$ cat src/rtl/psum_acc_ctrl.sv
// PSUM path sequencer: pops OFIFO vectors, reads the PSUM row,
// writes the SFP result back (ACC and RELU passes).
module psum_acc_ctrl #(
  parameter int addr_bw = 11,
  parameter int cnt_bw  = 12
) (
  input  logic               clk,
  input  logic               reset,
  input  logic               start_acc,
  input  logic               start_relu,
  input  logic [addr_bw-1:0] base_addr,
  input  logic [cnt_bw-1:0]  num_vec,
  input  logic               ofifo_valid,
  output logic               ofifo_rd,
  output logic               CEN_pmem,
  output logic               WEN_pmem,
  output logic [addr_bw-1:0] A_pmem,
  output logic               accum,
  output logic               busy,
  output logic               done
);

  typedef enum logic [2:0] {
    IDLE,
    WAIT,
    RD,
    WR,
    DONE
  } state_t;

  state_t state, state_n;

  logic [addr_bw-1:0] addr, addr_n;
  logic [cnt_bw-1:0]  remaining, rem_n;
  logic               accum_n;

  logic               ofifo_rd_n;
  logic               cen_n;
  logic               wen_n;
  logic [addr_bw-1:0] a_n;
  logic               busy_n;
  logic               done_n;

  always_comb begin
    state_n = state;
    addr_n  = addr;
    rem_n   = remaining;
    accum_n = accum;
    unique case (state)
      IDLE: begin
        if (start_acc || start_relu) begin
          addr_n  = base_addr;
          rem_n   = num_vec;
          accum_n = start_acc;
          if (num_vec == '0)
            state_n = DONE;
          else if (start_acc)
            state_n = WAIT;
          else
            state_n = RD;
        end
      end
      WAIT: begin
        if (ofifo_valid)
          state_n = RD;
      end
      RD: state_n = WR;
      WR: begin
        addr_n = addr + addr_bw'(1);
        rem_n  = remaining - cnt_bw'(1);
        // chain straight into the next read when another vector is ready
        if (remaining == cnt_bw'(1))
          state_n = DONE;
        else if (!accum || ofifo_valid)
          state_n = RD;
        else
          state_n = WAIT;
      end
      DONE: state_n = IDLE;
      default: state_n = IDLE;
    endcase
  end

  // outputs are decoded from the next state and registered
  always_comb begin
    ofifo_rd_n = (state_n == WR) && accum_n;
    cen_n      = !(state_n inside {RD, WR});
    wen_n      = (state_n != WR);
    a_n        = (state_n inside {RD, WR}) ? addr_n : A_pmem;
    busy_n     = state_n inside {WAIT, RD, WR};
    done_n     = (state_n == DONE);
  end

  always_ff @(posedge clk or negedge reset) begin
    if (!reset) begin
      state     <= IDLE;
      addr      <= '0;
      remaining <= '0;
      accum     <= 1'b0;
      ofifo_rd  <= 1'b0;
      CEN_pmem  <= 1'b1;
      WEN_pmem  <= 1'b1;
      A_pmem    <= '0;
      busy      <= 1'b0;
      done      <= 1'b0;
    end else begin
      state     <= state_n;
      addr      <= addr_n;
      remaining <= rem_n;
      accum     <= accum_n;
      ofifo_rd  <= ofifo_rd_n;
      CEN_pmem  <= cen_n;
      WEN_pmem  <= wen_n;
      A_pmem    <= a_n;
      busy      <= busy_n;
      done      <= done_n;
    end
  end

endmodule

$ cat config.mk
export PLATFORM = sky130hd
export DESIGN_NAME = psum_acc_ctrl
export DESIGN_NICKNAME = d
export VERILOG_FILES = /design/src/rtl/psum_acc_ctrl.sv
export SDC_FILE = /design/constraint.sdc
export NUM_CORES = 1
export LEC_CHECK = 0
export ABC_AREA = 1
export CAP_MARGIN = 15
export CORE_ASPECT_RATIO = 0.6
export CORE_MARGIN = 2
export CORE_UTILIZATION = 53
export CTS_CLUSTER_DIAMETER = 30
export CTS_CLUSTER_SIZE = 12
export DETAILED_ROUTE_END_ITERATION = 10
export HOLD_SLACK_MARGIN = 0.06
export PLACE_DENSITY_LB_ADDON = 0.25
export SYNTH_ARGS = -nofsm -noshare
export SYNTH_HDL_FRONTEND = slang
export SYNTH_SLANG_ARGS = --single-unit
$ cat constraint.sdc
create_clock -name clk -period 2.31 [get_ports clk]
set_input_delay 0.5775 -clock clk [delete_from_list [all_inputs] [get_ports clk]]
set_output_delay 0.5775 -clock clk [all_outputs]
set_load 0.01 [all_outputs]
**Word level (Yosys, flattened, before mapping)**

Index checks and enable logic that the tools add are counted.
Widths: inputs -> output; s select.

- Register bits after elaboration: 43
- Logic and storage cells: 46

- Add/subtract/negate cells: 2
- Eq/ne operators: 10
- Multiplexer cells: 13
- Reductions and logical operators: 11

Operators with widths:

| kind | count |
|---|---|
| $pmux 12 s2 | 1 |
| $pmux 11 s2 | 1 |
| $eq 12x1->1 const B | 1 |
| $eq 3x2->1 const B | 4 |
| $logic_not 12->1 | 1 |
| $mux 12 | 1 |
| $mux 3 | 4 |
| $pmux 3 s4 | 1 |
| $sub 12x1->12 const B | 1 |
| $add 11x1->11 const B | 1 |
| $mux 11 | 1 |
| $eq 3x1->1 const B | 2 |
| $mux 2 | 2 |
| $reduce_bool 2->1 | 2 |
| $eq 3x3->1 const B | 1 |
| $logic_not 3->1 | 1 |
| $ne 3x2->1 const B | 1 |
| $reduce_bool 3->1 | 1 |
| $logic_not 1->1 | 2 |
| $logic_or 1x1->1 | 2 |
| $mux 1 | 2 |
| $ne 2x2->1 const B | 1 |
| $reduce_and 2->1 | 1 |
| $logic_and 1x1->1 | 1 |

**Logic depth before layout (Yosys ltp)**

- Word-level depth: 8
- Mapped depth: 10
- Gate-level depth less buffers: 10

**Worst setup path before layout**

Ideal clock, no wire load.

- Path type: input to register
- Start: input num_vec[7]
- End: register A_pmem[3]
- Setup time: 0.117 ns
- Data arrival time: 1.335 ns
- Data required time: 2.193 ns
- Path slack: 0.858 ns
- Cell stages on the path: 9
- Path buffers: 1
- Cells stage by stage: inv_1 nand2_1 nor3_1 nand3_1 nand2_1 nand2_2 buf_6 nand2_1 nand2_1

- Word-level cells in the longest chain between the ends: 6
- Elaborated cells on any way between the ends: 7
- Classes of those cells: eq/ne: 2; mux: 3; reduce/logical: 2

RTL lines:

| item | RTL line | RTL |
|---|---|---|
| start, declared | 12 | `input logic [cnt_bw-1:0] num_vec,` |
| $logic_not 12->1 * | 55 | `if (num_vec == '0)` |
| $mux 3 * | 55 |  |
| $mux 3 * | 51 | `if (start_acc \|\| start_relu) begin` |
| $pmux 3 s4 * | 49 | `unique case (state)` |
| named net state_n[1] | 31 | `state_t state, state_n;` |
| $eq 3x2->1 | 89 | `a_n = (state_n inside {RD, WR}) ? addr_n : A_pmem;` |
| $reduce_bool 2->1 * | 89 |  |
| end signal, assigned | 114 | `A_pmem <= a_n;` |
| end, declared | 17 | `output logic [addr_bw-1:0] A_pmem,` |

Mark *: on every way through the listed nets, which the timed path passes. The rest lies on a longest branch.
A chain may end at the register's enable or synchronous reset.

**Final worst setup path**

- Start: register WEN_pmem
- End: output WEN_pmem

RTL lines:

| item | RTL line | RTL |
|---|---|---|
| start, declared | 16 | `output logic WEN_pmem,` |
| start signal, assigned | 113 | `WEN_pmem <= wen_n;` |

No word-level cell between the ends.

==> impl_metrics.env <==
export IMPL_critical_path_buf_inv_count=1
export IMPL_grt_pass1_wl_um=10540
export IMPL_cts_hold_buf=0
export IMPL_synthesis_area_um2=2462
export IMPL_criticalPathCategory="flop to output pin"
export IMPL_die_area_um2=5225
export IMPL_num_rows=19
export IMPL_fin_nets=423
export IMPL_worstSkewPairLatency_ns=0.31
export IMPL_via_per_inst=5.243
export IMPL_core_area_um2=4517
export IMPL_end_kind="output pin"
export IMPL_peakVddDrop_uv=752.0
export IMPL_route_detailed_drc=0
export IMPL_syn_avg_cell_area_um2=7.158
export IMPL_slew_viol_final=0
export IMPL_grtUsageTotal_pct=26.26
export IMPL_async_flop_share_pct=100.0
export IMPL_clock_path_buffers=2
export IMPL_via_count=2391
export IMPL_setup_tns_final_ns=0
export IMPL_cts_resized=0
export IMPL_r2r_end="remaining[8]$_DFFE_PN0P_"
export IMPL_cp_data_arrival_time_ns=1.35
export IMPL_synth_edff_count=0
export IMPL_place_gp_congestion=0.9343
export IMPL_grt_max_degree=44
export IMPL_synthFlopType="dfrtp_1"
export IMPL_crit_path_start_kind="flop"
export IMPL_p_leak_nw=1.481
export IMPL_drt_wl_total_um=6174
export IMPL_reg2reg_depth=8
export IMPL_timing_reg2reg_setup_slack_ns=0.48
export IMPL_port_buffers=44
export IMPL_root_buffer="clkbuf_8"
export IMPL_drv_cap=0
export IMPL_yosysWarningCount=0
export IMPL_period_needed_ns=1.929
export IMPL_post_cts_buffers=0
export IMPL_boundaryPins=45
export IMPL_cts_buffers=5
export IMPL_regArea_um2=1079
export IMPL_grt_pass1_vias=2236
export IMPL_critPathSlowestCell="dfstp_2"
export IMPL_cts_clk_slew_worst_paths_ns=0.09
export IMPL_grt_ovfl_total=0
export IMPL_instances_no_fill=456
export IMPL_power_density_nw_per_um2=1363
export IMPL_critPathTopFamily="flip-flops"
export IMPL_layout_drive_gt1_share_pct=7.634
export IMPL_worstPathRequired_ns=1.73
export IMPL_first_pass_iters=5
export IMPL_hold_class="primary input to asynchronous set/reset pin"
export IMPL_synthTopCellsByArea="dfrtp_1, nand2_1, nand3_1"
export IMPL_rsz0062_at_grt="false"
export IMPL_synth_area_leader_cell="dfrtp_1"
export IMPL_antenna_found_initial=0
export IMPL_htree_levels=2
export IMPL_cts_sinks=43
export IMPL_start_util_pct=54.52
export IMPL_fin_skew_ns=0.01134
export IMPL_layout_area_overhead_vs_synth_pct=23.68
export IMPL_finalCritPeriodShare_pct=83.50
export IMPL_status="completed"
export IMPL_setup_viol=0
export IMPL_dp_hpwl_um=4444
export IMPL_drt_iter0_markers=182
export IMPL_synth_top_cell_area_share_pct=41.67
export IMPL_syn_nets=375
export IMPL_die_h_um=56.80
export IMPL_yosysSeqAreaShare_pct=43.80
export IMPL_max_slew_margin_pct=64.20
export IMPL_die_w_um=92.00
export IMPL_hold_violations=0
export IMPL_crit_path_max_fanout=1
export IMPL_worstMarginPinSlew_ns=0.5370
export IMPL_fillers=404
export IMPL_drtAntennaViolNets=0
export IMPL_cts_tree="done"
export IMPL_clock_fmax_ghz=0.5185
export IMPL_worstPathCellList="clkdlybuf4s50_1"
export IMPL_timing_rr_start="state[1]$_DFF_PN0_"
export IMPL_diodes=0
export IMPL_ys_ff_latch=43
export IMPL_syn_inst=344
export IMPL_multi_input_area_um2=1162
export IMPL_wire_per_inst_um=13.54
export IMPL_cp_slowest_stage_delay_ns=0.52
export IMPL_ys_types=31
export IMPL_dp_cells=448
cells in the mapped netlist, types with 3 or more instances:
| master | number |
|---|---|
| nand2_1 | 110 |
| nand3_1 | 43 |
| dfrtp_1 | 41 |
| inv_1 | 41 |
| nor2_1 | 32 |
| o21ai_0 | 12 |
| a21oi_1 | 8 |
| o21ai_1 | 7 |
| nand4_1 | 5 |
| nor3_1 | 5 |
| o22ai_1 | 5 |
| buf_2 | 4 |
| nor2_2 | 4 |
| buf_4 | 3 |
| ha_1 | 3 |
| o211ai_1 | 3 |
flip-flops by register name (all words and copies together) (netlist names):
register,flops
remaining,12
accum,1
A_pmem,11
ofifo_rd,1
busy,1
done,1
addr,11
WEN_pmem,1
CEN_pmem,1
state,3
area by class of cell:
type | instances | area share (%)
clock buffer | 6 | 2.383
clock inverter | 2 | 0.4108
inverter | 44 | 5.505
multi-input combinational | 249 | 38.17
sequential | 43 | 35.41
tap | 63 | 2.588
timing repair buffer | 49 | 15.53
per-layer routing:
| layer | up-vias | wire length [um] | track usage [%] |
|---|---|---|---|
| met5 | - | 0 | 0 |
| met4 | 0 | 125 | 10.87 |
| met3 | 14 | 444 | 5.772 |
| met2 | 93 | 2603 | 38.03 |
| met1 | 1082 | 3000 | 38.21 |
| li1 | 1202 | - | - |
power breakdown:
group	internal, mW	switching, mW	total [mW]
Sequential	1.13	0.305	1.44
Clock	0.212	0.271	0.482
Combinational	0.852	1.38	2.23
Total	2.20	1.95	4.15
layout by cell type (no fill, tap or decap), drive strengths merged:
cell type / instances
nand2: 113
nand3: 44
inv: 44
clkdlybuf4s50: 43
dfrtp: 41
nor2: 37
o21ai: 19
a21oi: 9
nor3: 6
clkbuf: 6
buf: 6
nand4: 5
o22ai: 5
o211ai: 3
ha: 3
dfstp: 2
o21bai: 1
or2: 1
a211oi: 1
a21boi: 1
a31oi: 1
clkinvlp: 1
clkinv: 1
cell families (layout without fill, tap and decap cells):
kind of cell / Yosys count / count (layout) / share of synthesized area (%)
AND/OR/NAND/NOR: 206 / 206 / 36.48
flip-flops: 43 / 43 / 43.80
adder cells (fa/ha/maj): 3 / 3 / 1.525
buffers and inverters: 52 / 101 / 8.994
AO/OA/AOI/OAI: 40 / 40 / 9.198
per-stage QoR:
stage	setup WS [ns]	total power [mW]	util (%)	hold slack [ns]	instance area [um2]
2_1_floorplan	0.8582	2.921	-	0.2819	2462
3_3_place_gp	0.1395	3.576	65.54	0.4688	2960
3_5_place_dp	0.09416	3.641	65.54	0.4710	2960
4_1_cts	0.3727	4.137	67.42	0.3507	3045
5_1_grt	0.2774	4.524	67.42	0.3686	3045
6_report	0.3812	4.149	67.42	0.3270	3045
worst max-delay path by stage:
stage / from / end / depth (start not counted)
after detailed placement: start_relu / remaining[1]$_DFFE_PN0P_ / 8
after CTS: WEN_pmem$_DFF_PN1_ / WEN_pmem / 1
after global routing: start_relu / A_pmem[3]$_DFFE_PN0P_ / 9
after floorplan: num_vec[7] / A_pmem[3]$_DFFE_PN0P_ / 9
final: WEN_pmem$_DFF_PN1_ / WEN_pmem / 1
after global placement: start_relu / A_pmem[8]$_DFFE_PN0P_ / 11
(Power assumes the default switching activity.)
